**src/rtl/ctrino_arb_pkg.sv**
```systemverilog
// Shared types and width helpers for the register-bank write-port arbiters.
package ctrino_arb_pkg;

    typedef enum logic {
        IDLE = 1'b0,
        OWN  = 1'b1
    } arb_state_t;

    function automatic int idw_of(input int n);
        return (n > 1) ? $clog2(n) : 1;
    endfunction

    function automatic int cntw_of(input int m);
        return $clog2(m + 1);
    endfunction

    localparam int NUM_REQ_DFLT   = 4;
    localparam int MAX_BURST_DFLT = 4;
    localparam int IDW            = idw_of(NUM_REQ_DFLT);
    localparam int CNTW           = cntw_of(MAX_BURST_DFLT);

endpackage

```
**src/rtl/regbank_wr_arbiter_rr_pick.sv**
```systemverilog
// Combinational round-robin picker: first valid index at or above rr_ptr, wrapping.
module rr_pick
    import ctrino_arb_pkg::*;
#(
    parameter int NUM_REQ = NUM_REQ_DFLT,
    parameter int IW      = idw_of(NUM_REQ)
) (
    input  logic [NUM_REQ-1:0] req_valid,
    input  logic [IW-1:0]      rr_ptr,
    output logic [IW-1:0]      pick,
    output logic               any_valid
);

    logic [2*NUM_REQ-1:0] dbl;
    logic [NUM_REQ-1:0]   rot;
    logic [IW-1:0]        off;
    logic [IW:0]          sum;

    // Rotate so bit 0 is the rr_ptr requester; the lowest set bit is the winner.
    always_comb begin
        dbl       = {req_valid, req_valid} >> rr_ptr;
        rot       = dbl[NUM_REQ-1:0];
        off       = '0;
        any_valid = 1'b0;
        for (int i = NUM_REQ - 1; i >= 0; i--) begin
            if (rot[i]) begin
                off       = IW'(i);
                any_valid = 1'b1;
            end
        end
        sum = {1'b0, rr_ptr} + {1'b0, off};
        if (sum >= (IW+1)'(NUM_REQ)) begin
            sum = sum - (IW+1)'(NUM_REQ);
        end
        pick = sum[IW-1:0];
    end

endmodule

```
**src/rtl/regbank_wr_arbiter.sv**
```systemverilog
// Round-robin, burst-locked arbiter for the single write port of the register bank,
// with one registered output stage and valid/ready backpressure from the bank.
module regbank_wr_arbiter
    import ctrino_arb_pkg::*;
#(
    parameter int NUM_REQ   = 4,
    parameter int ADDR_W    = 5,
    parameter int DATA_W    = 32,
    parameter int MAX_BURST = 4
) (
    input  logic                        clk,
    input  logic                        reset,
    input  logic [NUM_REQ-1:0]          req_valid,
    input  logic [NUM_REQ-1:0]          req_last,
    input  logic [NUM_REQ*ADDR_W-1:0]   req_addr,
    input  logic [NUM_REQ*DATA_W-1:0]   req_data,
    output logic [NUM_REQ-1:0]          req_ready,
    output logic                        wr_en,
    output logic [ADDR_W-1:0]           wr_addr,
    output logic [DATA_W-1:0]           wr_data,
    input  logic                        wr_ready,
    output logic [$clog2(NUM_REQ)-1:0]  grant_id,
    output logic                        busy
);

    localparam int IW = idw_of(NUM_REQ);
    localparam int CW = cntw_of(MAX_BURST);

    arb_state_t    state, state_next;
    logic [IW-1:0] rr_ptr, rr_ptr_next;
    logic [IW-1:0] owner, owner_next;
    logic [CW-1:0] beat_cnt, beat_cnt_next;
    logic [IW-1:0] pick;
    logic          any_valid;
    logic          out_free;
    logic          accept;

    logic [ADDR_W-1:0] addr_arr [NUM_REQ];
    logic [DATA_W-1:0] data_arr [NUM_REQ];

    for (genvar g = 0; g < NUM_REQ; g++) begin : g_unpack
        assign addr_arr[g] = req_addr[g*ADDR_W +: ADDR_W];
        assign data_arr[g] = req_data[g*DATA_W +: DATA_W];
    end

    rr_pick #(.NUM_REQ(NUM_REQ), .IW(IW)) u_rr_pick (
        .req_valid (req_valid),
        .rr_ptr    (rr_ptr),
        .pick      (pick),
        .any_valid (any_valid)
    );

    assign grant_id = owner;
    assign busy     = (state == OWN);
    assign out_free = !wr_en || wr_ready;

    always_comb begin
        state_next    = state;
        rr_ptr_next   = rr_ptr;
        owner_next    = owner;
        beat_cnt_next = beat_cnt;
        req_ready     = '0;
        accept        = 1'b0;
        case (state)
            IDLE: begin
                if (any_valid) begin
                    owner_next    = pick;
                    beat_cnt_next = '0;
                    state_next    = OWN;
                end
            end
            OWN: begin
                req_ready[owner] = out_free;
                accept           = req_valid[owner] && out_free;
                if (accept) begin
                    // A mid-burst gap in req_valid keeps the lock; only last or the cap releases it.
                    if (req_last[owner] || beat_cnt == CW'(MAX_BURST - 1)) begin
                        state_next    = IDLE;
                        rr_ptr_next   = (owner == IW'(NUM_REQ - 1)) ? '0 : owner + IW'(1);
                        beat_cnt_next = '0;
                    end else begin
                        beat_cnt_next = beat_cnt + CW'(1);
                    end
                end
            end
            default: state_next = IDLE;
        endcase
    end

    always_ff @(posedge clk or posedge reset) begin
        if (reset) begin
            state    <= IDLE;
            rr_ptr   <= '0;
            owner    <= '0;
            beat_cnt <= '0;
        end else begin
            state    <= state_next;
            rr_ptr   <= rr_ptr_next;
            owner    <= owner_next;
            beat_cnt <= beat_cnt_next;
        end
    end

    // Output stage: holds its beat while the bank stalls.
    always_ff @(posedge clk or posedge reset) begin
        if (reset) begin
            wr_en   <= 1'b0;
            wr_addr <= '0;
            wr_data <= '0;
        end else if (accept) begin
            wr_en   <= 1'b1;
            wr_addr <= addr_arr[owner];
            wr_data <= data_arr[owner];
        end else if (wr_ready) begin
            wr_en   <= 1'b0;
        end
    end

endmodule

```
**config.mk**
```make
export PLATFORM = sky130hd
export DESIGN_NAME = regbank_wr_arbiter
export DESIGN_NICKNAME = d
export VERILOG_FILES = /design/src/rtl/ctrino_arb_pkg.sv /design/src/rtl/regbank_wr_arbiter_rr_pick.sv /design/src/rtl/regbank_wr_arbiter.sv
export SDC_FILE = /design/constraint.sdc
export NUM_CORES = 1
export LEC_CHECK = 0
export BUFFER_PORTS_ARGS = -buffer_cell sky130_fd_sc_hd__clkbuf_2
export CAP_MARGIN = 25
export CELL_PAD_IN_SITES_DETAIL_PLACEMENT = 1
export CELL_PAD_IN_SITES_GLOBAL_PLACEMENT = 2
export CORE_ASPECT_RATIO = 0.9
export CORE_UTILIZATION = 23
export DETAILED_ROUTE_END_ITERATION = 10
export PLACE_DENSITY = 0.78
export SLEW_MARGIN = 20
export SYNTH_ARGS = -nofsm -noshare
export SYNTH_HDL_FRONTEND = slang
export SYNTH_HIERARCHICAL = 1
export SYNTH_SLANG_ARGS = --single-unit
export TNS_END_PERCENT = 10
```
**constraint.sdc**
```tcl
create_clock -name clk -period 1.72 [get_ports clk]
set_input_delay 0.086 -clock clk [delete_from_list [all_inputs] [get_ports clk]]
set_output_delay 0.086 -clock clk [all_outputs]
set_load 0.05 [all_outputs]
```
==> results of run 1 <==
## repair_timing
action | in CTS | in global routing
resized for setup | 5 | 30
endpoints found under the hold margin | 13 | 0
pin swaps | 0 | 3
buffers inserted | 0 | 0
setup endpoints to repair | 7 | 44
hold buffers | 1 | 0
## routing by layer
layer	GRT usage	routed length (um)
met1	0.149	3690
met2	0.274	5040
met3	0.0448	932
met4	0.0265	63
met5	0	0
## path summary, 6_finish.rpt
| path | startpoint | endpoint | slack (ns) | cells past startpoint |
|---|---|---|---|---|
| hold / removal | req_data[9] | wr_data[9] | 0.25 | 3 |
| setup / recovery | grant_id[0] | wr_data[25] | -0.02 | 4 |
| min in group asynchronous | reset | wr_data[26] | 0.31 | 3 |
| setup reg to reg | grant_id[0] | wr_data[25] | -0.02 | 4 |
| max in group asynchronous | reset | wr_data[29] | 0.84 | 4 |
| hold reg to reg | beat_cnt[0] | beat_cnt[0] | 0.50 | 1 |
## worst register-to-register path: cells and delay by family (launching register included)
kind	cells	cell delay, ns
muxes	2	0.89
buffers and inverters	1	0.18
DFF	1	0.41
and+or+nand+nor	1	0.15
## stage by stage
step | area, sq um | worst slack [ns]
3_3_place_gp | 4340 | 0.0368
5_1_grt | 4630 | -0.0755
3_5_place_dp | 4340 | 0.00496
4_1_cts | 4520 | -0.0169
6_report | 4630 | -0.0195
2_1_floorplan | 3070 | -0.217
## cell families (layout without fill, tap and decap cells)
kind of cell,Yosys count,count (layout),share of synthesized area
AO/OA/AOI/OAI,16,16,0.0377
adder cells (fa/ha/maj),7,7,0.0287
AND/OR/NAND/NOR,28,28,0.0546
buffers and inverters,21,235,0.0517
multiplexers,78,78,0.444
XOR/XNOR,2,2,0.00574
flip-flops,46,46,0.377
## state kept, by name (all words and copies together), names as in the netlist
signal,flops
rr_ptr,2
wr_data,32
grant_id,2
wr_addr,5
beat_cnt,3
wr_en,1
busy,1
## where the power goes
part | total (uW) | switching, uW | internal [uW]
Combinational | 6520 | 3680 | 2840
Sequential | 2010 | 360 | 1650
Clock | 981 | 404 | 577
Total | 9510 | 4440 | 5070
## synthesized netlist by cell type (2+ instances only)
cell      number
buf_2          3
mux4_1         9
buf_6          6
nand3_1        2
nand2b_1       5
mux4_2        30
o211ai_1       2
nand2_1        4
nor2b_1        2
ha_1           7
clkbuf_8       3
and3_1         4
xnor2_1        2
nor2_1         5
a21oi_1        2
clkbuf_1       2
mux2_2        38
dfrtp_1       46
o21ai_0        6
inv_1          7
## cell usage in the layout (no fill, tap or decap), types with 2 or more instances in the layout
cell,count
clkbuf_2,202
dfrtp_1,44
mux2_4,32
mux4_2,30
buf_4,11
mux4_1,9
mux2_2,7
inv_1,6
ha_1,6
clkbuf_16,5
buf_12,5
nand2b_1,4
nand2_1,4
o21ai_0,4
nor2_1,4
and3_1,4
nand3_1,2
o211ai_1,2
o21ai_1,2
dfrtp_2,2
nor2b_1,2
a21oi_1,2
xnor2_1,2
## area by class of cell
class                   instances  area (sq um)  share of cell area
multi-input cells             131          1880               0.406
repair buffers                220          1210               0.262
inverters                       7          26.3             0.00568
well taps                     164           205              0.0443
flip-flops and latches         46          1150               0.249
clock inverters                 1          5.00             0.00108
clock buffers                   7           143              0.0308
==> summary.txt, run 1 <==
Timing
  • Setup repair after global routing missed its margin: true
  • Setup WS post-layout: -0.0195 ns
  • Ratio of final minimum period to clock period: 1.01
  • Slew @ Worst Pin: roughly 0.4 ns
  • Hold Vio Cnt, Final: 0
  • Slew Viols, Final: 0
  • Final Hold Slack: around 0.25 ns
  • Final Setup Violations: 6
  • Skew final: 0.00508 ns
  • Setup tns final: -0.0904 ns
  • Slew HR: 0.739
  • Fin crit period: about 1.7 ns
  • Fmax: 575 MHz

Floorplanning
  • Ports: 204
  • DIE HEIGHT: 111 um
  • Die area: 13700 sq um
  • Die W: between 100 and 150 um
  • Row cnt: 39
  • Total core area: 12800 sq um
  • Initial Util: 0.238

Setup path
  • Kind of critical path: reg2reg
  • Req. time, crit path: between 1.5 and 2 ns
  • CP Max Fanout: 14
  • Crit path max-delay cell type: mux4_2
  • Max incr delay on CP: 0.54 ns
  • CP cell instances: mux4_2 -> nand3_4 -> buf_12 -> mux2_2
  • Endpoint type of the worst setup path: flip-flop
  • Worst Path Arrival: between 1.5 and 2 ns
  • Delay-heaviest family, CP: multiplexers
  • CP bufs+invs: 1
  • CP startpoint kind: flip-flop

Route
  • Total number of vias: 2682
  • Post-Route WL: between 9 and 10 mm
  • Initial DRC Count: 49
  • Pre-Repair DR Iteration Count: 4
  • Antenna Nets Post-Route: 0
  • DR vias/cell: 4.66
  • Residual DRC: 0
  • Avg WL per Cell: 16.9 um

Final layout
  • Fin nets: 577
  • Fin util: 0.361
  • Layout area overhead: 51.8%
  • Filler cells: 1437
  • Final Non-Filler Cells: 576
  • Ant diodes: 0
  • Layout cells sized above 1: 0.745

CTS
  • CTS tree: built
  • CTS Sinks: 46
  • Htree depth: 2
  • Clock slew at reported path FFs: 0.07 ns
  • Root buf cell: clkbuf_16
  • CTS Buffer Depth: 2
  • Clk Latency, worst-skew pair: 0.28 ns
  • CTS buffer count: 5

Logic synthesis
  • Warnings, synthesis: 6
  • Primary FF master, synth: dfrtp_1
  • #FFs+latches synth: 46
  • Mapped Area: between 3000 and 4000 sq um
  • Netlist cell types: 33
  • Syn avg cell area: 15.4 sq um
  • EDFF count, synth: 0
  • Largest cells by area after synthesis: dfrtp_1 38%, mux4_2 22%, mux2_2 14%
  • Synthesized instance count: ~200
  • Syn Nets: 364
  • Synth top area share: 0.377
  • Ys async rst share: 1.00
  • Seq/Total Area, Yosys: 0.377
  • Yosys top cell by area: dfrtp_1

Power and ir drop
  • Peak supply drop: 0.783 mV
  • Power Total: 9510 uW
  • Pleak: between 0.002 and 0.0025 uW
  • Power per cell area: around 2100 nW/um^2

Global routing
  • Total track usage: 0.143
  • First-pass GRT wire length: approximately 15 mm
  • Initial antenna violation count: 0
  • Vias in the first global route: roughly 3000
  • Total grt overflow: 0
  • Largest net degree at the start of global routing: 26

Run status
  • Violated checks: negative setup slack
  • Status: complete, but fails checks

Placement
  • Placer Congestion: 0.701
  • # placed instances: 567
  • DP Wirelength: around 8 mm
  • I/O Buffers: 203

Flow run
  • Max_cap viols: 0

Worst hold path
  • Class of the worst hold path: in2reg
No activity file was read; power rests on OpenSTA's default activity.
==> inputs of run 2 (changes only) <==
--- a/config.mk
+++ b/config.mk
@@ -13,6 +13,7 @@
 export CORE_UTILIZATION = 23
 export DETAILED_ROUTE_END_ITERATION = 10
 export PLACE_DENSITY = 0.78
+export REMOVE_ABC_BUFFERS = 1
 export SLEW_MARGIN = 20
 export SYNTH_ARGS = -nofsm -noshare
 export SYNTH_HDL_FRONTEND = slang
==> summary.txt, run 2 (same netlist as run 1, synthesis figures left out) <==
Run status
  • Status: complete, but fails checks
  • Violated checks: negative setup slack

Global routing
  • First-pass GRT wire length: 14.7 mm
  • Total grt overflow: 0
  • Total track usage: 0.142
  • Vias in the first global route: around 3000
  • Largest net degree at the start of global routing: 30
  • Initial antenna violation count: 0

Setup path
  • Worst R2R Start: grant_id[0]
  • Worst Path Arrival: 1.89 ns
  • R2r endpoint: wr_addr[4]
  • Crit path max-delay cell type: mux4_2
  • CP startpoint kind: flip-flop
  • Kind of critical path: reg2reg
  • CP Max Fanout: 16
  • Endpoint type of the worst setup path: flip-flop
  • Req. time, crit path: 1.88 ns
  • Register-to-Register Path Depth: 4
  • R2R Setup Slk: -0.009 ns
  • CP cell instances: mux4_2 -> nand3_4 -> buf_12 -> mux2_2
  • Max incr delay on CP: approximately 0.54 ns

Route
  • Avg WL per Cell: 16.9 um
  • DR vias/cell: 4.63
  • Pre-Repair DR Iteration Count: 4
  • Post-Route WL: 9.73 mm
  • Residual DRC: 0
  • Initial DRC Count: 59
  • Total number of vias: approximately 2700
  • Antenna Nets Post-Route: 0

Placement
  • DP Wirelength: 7.80 mm
  • # placed instances: 564
  • Placer Congestion: 0.767
  • I/O Buffers: 203

CTS
  • CTS tree: built
  • Root buf cell: clkbuf_16
  • CTS Buffer Depth: 2
  • Htree depth: 2
  • CTS buffer count: 5
  • CTS Sinks: 46
  • Clk Latency, worst-skew pair: 0.28 ns
  • Clock slew at reported path FFs: approximately 0.06 ns

Final layout
  • Max reg flops: 32
  • Fin nets: 576
  • Commonest non-fill, non-tap cell in the layout: clkbuf_2
  • Layout cells sized above 1: 0.746
  • Ant diodes: 0
  • Final Non-Filler Cells: 574
  • Most frequent cells in the layout: 199 x clkbuf_2, 44 x dfrtp_1, 30 x mux4_2
  • Filler cells: 1443
  • Layout area overhead: 53.0%
  • Largest regs: wr_data x32, wr_addr x5, beat_cnt x3
  • Fin util: 0.364
  • Largest Register: wr_data

Timing
  • Final Setup Violations: 13
  • Slew @ Worst Pin: 0.430 ns
  • Setup repair after global routing missed its margin: true
  • Fmax: slightly below 600 MHz
  • Slew HR: 0.713
  • Hold Vio Cnt, Final: 0
  • Slew Viols, Final: 0
  • Skew final: roughly 0.0044 ns
  • Ratio of final minimum period to clock period: 1.01
  • Fin crit period: between 1.5 and 2 ns
  • Setup WS post-layout: -0.00882 ns

Power and ir drop
  • Pleak: 0.00230 uW
  • Power per cell area: 2060 nW/um^2
  • Peak supply drop: ~0.73 mV
  • Power Total: 9610 uW

Worst hold path
  • HP Start: req_data[15]
  • Hold Path Sink: wr_data[15]
  • WHS Path Cells: 3
  • Class of the worst hold path: in2reg

Floorplanning
  • DIE HEIGHT: 111 um
  • Die area: approximately 14000 sq um
  • Initial Util: 0.238
  • Die W: approximately 120 um
  • Ports: 204
  • Row cnt: 39
  • Total core area: 12800 sq um

Flow run
  • Max_cap viols: 0
[run 2: changes by cell type in the layout (fill, tap and decap cells not counted), sizes merged]
cell,change
clkbuf,-4
clkinv,-1
bufinv,+1
buf,+1
bufbuf,+1
[run 2: worst max path at each step]
stage | startpoint | endpoint | slack [ns]
2_1_floorplan | grant_id[0] | rr_ptr[1] | -1.81
4_1_cts | grant_id[0] | wr_addr[4] | -0.02
3_5_place_dp | grant_id[0] | rr_ptr[1] | -0.05
5_1_grt | grant_id[0] | wr_addr[3] | -0.06
3_3_place_gp | grant_id[0] | rr_ptr[1] | -0.03
6_report | grant_id[0] | wr_addr[4] | -0.009
[run 2: worst max-delay path, delay by kind of cell, from the launching register on]
family / cells / cell delay, ns
multiplexers: 2 / 0.88
AND/OR/NAND/NOR: 1 / 0.13
flip-flops: 1 / 0.42
buffers and inverters: 1 / 0.17
[run 2: what timing repair did]
action,in CTS,in global routing
endpoints found under the hold margin,17,0
gates cloned,1,0
pin swaps,1,1
resized for setup,5,24
endpoints found under the setup margin,33,45
setup buffers,1,0
hold buffers,1,0
[run 2: area by class of cell]
cell class,count,area (sq um),share of cell area
multi-input combinational,131,1820,0.391
clock buffer,6,139,0.0298
tap,164,205,0.0440
inverter,7,26.3,0.00563
timing repair buffer,219,1290,0.276
clock inverter,1,30.0,0.00644
sequential,46,1150,0.247
[run 2: layer usage]
metal | vias up | part of all wire | GRT usage
li1 | 1209 | - | -
met3 | 6 | 0.066 | 0.0242
met4 | 0 | 0.0099 | 0.0426
met1 | 1322 | 0.40 | 0.155
met2 | 120 | 0.53 | 0.272
met5 | - | 0 | 0
[run 2: where the power goes]
part | switching (uW) | internal [uW]
Clock | 389 | 717
Sequential | 354 | 1650
Combinational | 3700 | 2800
[run 2: per-stage QoR]
stage / instance area (sq um) / hold WS, ns / worst slack (ns) / setup TNS, ns
2_1_floorplan: 2920 / 0.341 / -1.81 / -82.36
3_3_place_gp: 4360 / 0.0984 / -0.0295 / -0.0295
3_5_place_dp: 4360 / 0.100 / -0.0515 / -0.461
4_1_cts: 4590 / 0.238 / -0.0201 / -0.207
5_1_grt: 4670 / 0.250 / -0.0580 / -1.42
6_report: 4670 / 0.247 / -0.00882 / -0.0560
==> inputs of run 3 (changes only) <==
--- a/config.mk
+++ b/config.mk
@@ -6,7 +6,7 @@
 export NUM_CORES = 1
 export LEC_CHECK = 0
 export BUFFER_PORTS_ARGS = -buffer_cell sky130_fd_sc_hd__clkbuf_2
-export CAP_MARGIN = 25
+export CAP_MARGIN = 20
 export CELL_PAD_IN_SITES_DETAIL_PLACEMENT = 1
 export CELL_PAD_IN_SITES_GLOBAL_PLACEMENT = 2
 export CORE_ASPECT_RATIO = 0.9
@@ -14,9 +14,9 @@
 export DETAILED_ROUTE_END_ITERATION = 10
 export PLACE_DENSITY = 0.78
 export REMOVE_ABC_BUFFERS = 1
+export SETUP_SLACK_MARGIN = 0.5
 export SLEW_MARGIN = 20
 export SYNTH_ARGS = -nofsm -noshare
 export SYNTH_HDL_FRONTEND = slang
 export SYNTH_HIERARCHICAL = 1
 export SYNTH_SLANG_ARGS = --single-unit
-export TNS_END_PERCENT = 10
==> summary.txt, run 3 (same netlist as run 1, synthesis figures left out) <==
Run status
  • Status: complete, but fails checks
  • Violated checks: negative setup slack

CTS
  • CTS Sinks: 46
  • Htree depth: 2
  • Root buf cell: clkbuf_16
  • CTS buffer count: 5
  • Clk Latency, worst-skew pair: 0.28 ns
  • CTS Buffer Depth: 2
  • Clock slew at reported path FFs: 0.06 ns
  • CTS tree: built

Final layout
  • Fin nets: 590
  • Multi-input gate area: 1940 sq um
  • Commonest non-fill, non-tap cell in the layout: clkbuf_2
  • Largest Register: wr_data
  • Layout cells sized above 1: 0.788
  • Max reg flops: 32
  • Ant diodes: 0
  • Filler cells: 1409
  • Layout area overhead: 66.2%
  • Largest regs: wr_data x32, wr_addr x5, beat_cnt x3
  • Sequential cell area: 1150 sq um
  • Most frequent cells in the layout: 196 x clkbuf_2, 44 x dfrtp_1, 30 x mux4_2
  • Final Non-Filler Cells: 588

Timing
  • Setup WS post-layout: -0.0113 ns
  • Skew final: 0.00332 ns
  • Ratio of final minimum period to clock period: 1.01
  • Setup repair after global routing missed its margin: true
  • Final Setup Violations: 14
  • Setup tns final: -0.0851 ns
  • Hold Vio Cnt, Final: 0
  • Slew @ Worst Pin: 0.437 ns
  • Slew HR: 0.709
  • Fmax: between 500 and 600 MHz
  • Slew Viols, Final: 0
  • Fin crit period: 1.73 ns

Route
  • Pre-Repair DR Iteration Count: 4
  • Antenna Nets Post-Route: 0
  • Top layer in use: met4
  • Residual DRC: 0
  • Post-Route WL: 10.7 mm
  • Total number of vias: 2727
  • Met3 Wirelength: 663 um
  • Met2 WL: 5.67 mm
  • Initial DRC Count: 45
  • Avg WL per Cell: 18.2 um
  • WL met1: 4.29 mm
  • DR vias/cell: between 4 and 5

Setup path
  • Req. time, crit path: between 1.5 and 2 ns
  • CP cell instances: mux4_2 -> nand3_4 -> buf_12 -> mux2_2
  • CP Max Fanout: 17
  • CP bufs+invs: 1
  • Max incr delay on CP: approximately 0.53 ns
  • CP startpoint kind: flip-flop
  • Kind of critical path: reg2reg
  • Worst Path Arrival: 1.90 ns
  • Crit path max-delay cell type: mux4_2
  • Delay-heaviest family, CP: multiplexers
  • Endpoint type of the worst setup path: flip-flop

Power and ir drop
  • Power per cell area: 2110 nW/um^2
  • Peak supply drop: 0.782 mV
  • Pleak: 0.00249 uW

Floorplanning
  • Ports: 204
  • Die area: 13700 sq um
  • Initial Util: 0.238
  • Total core area: 12800 sq um
  • Row cnt: 39
  • Die W: approximately 120 um
  • DIE HEIGHT: about 110 um

Placement
  • Placer Congestion: between 0.7 and 0.8
  • # placed instances: 564
  • I/O Buffers: 203
  • DP Wirelength: 7.80 mm
  • DP Worst Slack: -0.0515 ns

Global routing
  • Vias in the first global route: between 3000 and 4000
  • Initial antenna violation count: 0
  • Total track usage: 0.151
  • Largest net degree at the start of global routing: 30
  • First-pass GRT wire length: between 15 and 20 mm
  • Total grt overflow: 0

Flow run
  • Max_cap viols: 0

Worst hold path
  • Class of the worst hold path: in2reg
==> run 3: changes by cell type in the layout (fill, tap and decap cells not counted), moves of 5 or more <==
cell,previous run,this run
buf_6,1,7
clkbuf_16,5,10
mux2_2,22,15
mux2_4,17,24
==> run 3: cell type report <==
cell class / count / share of cell area
clock inverter: 1 / 0.00592
sequential: 46 / 0.228
inverter: 7 / 0.00617
clock buffer: 6 / 0.0274
timing repair buffer: 233 / 0.309
multi-input combinational: 131 / 0.384
tap: 164 / 0.0405
==> run 3: final timing paths <==
path,start,end,slack (ns),depth (start not counted)
max,grant_id[0],wr_addr[3],-0.01,4
min,req_data[15],wr_data[15],0.24,3
max reg2reg,grant_id[0],wr_addr[3],-0.01,4
min reg2reg,beat_cnt[0],beat_cnt[0],0.50,1
max in group asynchronous,reset,wr_addr[1],0.85,4
min in group asynchronous,reset,wr_data[20],0.35,3
==> run 3: metrics by stage <==
step,area [sq um],power (uW),utilization,hold slack (ns)
detailed placement,4360,8160,0.340,0.100
finish,5070,10700,0.395,0.242
global placement,4360,8020,0.340,0.0984
CTS,4830,10100,0.376,0.240
global route,5070,11300,0.395,0.251
floorplan,2920,6340,-,0.341
==> run 3: repair_timing <==
action | CTS | global route
endpoints found under the hold margin | 17 | 0
gates cloned | 3 | 4
resized for setup | 47 | 28
setup buffers | 4 | 5
endpoints found under the setup margin | 53 | 53
hold buffers | 1 | 0
pin swaps | 4 | 1
==> run 3: layer usage <==
metal	up-vias	global-route usage
met4	0	0.0426
met1	1357	0.163
met2	122	0.291
met5	-	0
met3	6	0.0247
li1	1242	-
==> run 3: where the power goes <==
part | internal (uW) | switching, uW | total [uW]
sequential | 1650 | 362 | 2020
combinational | 3550 | 4030 | 7580
clock | 718 | 400 | 1120
total | 5920 | 4790 | 10700
==> run 3: worst min-delay path, delay by kind of cell <==
| kind | cells | cell delay, ns |
|---|---|---|
| multiplexers | 2 | 0.33 |
| buffers and inverters | 1 | 0.07 |
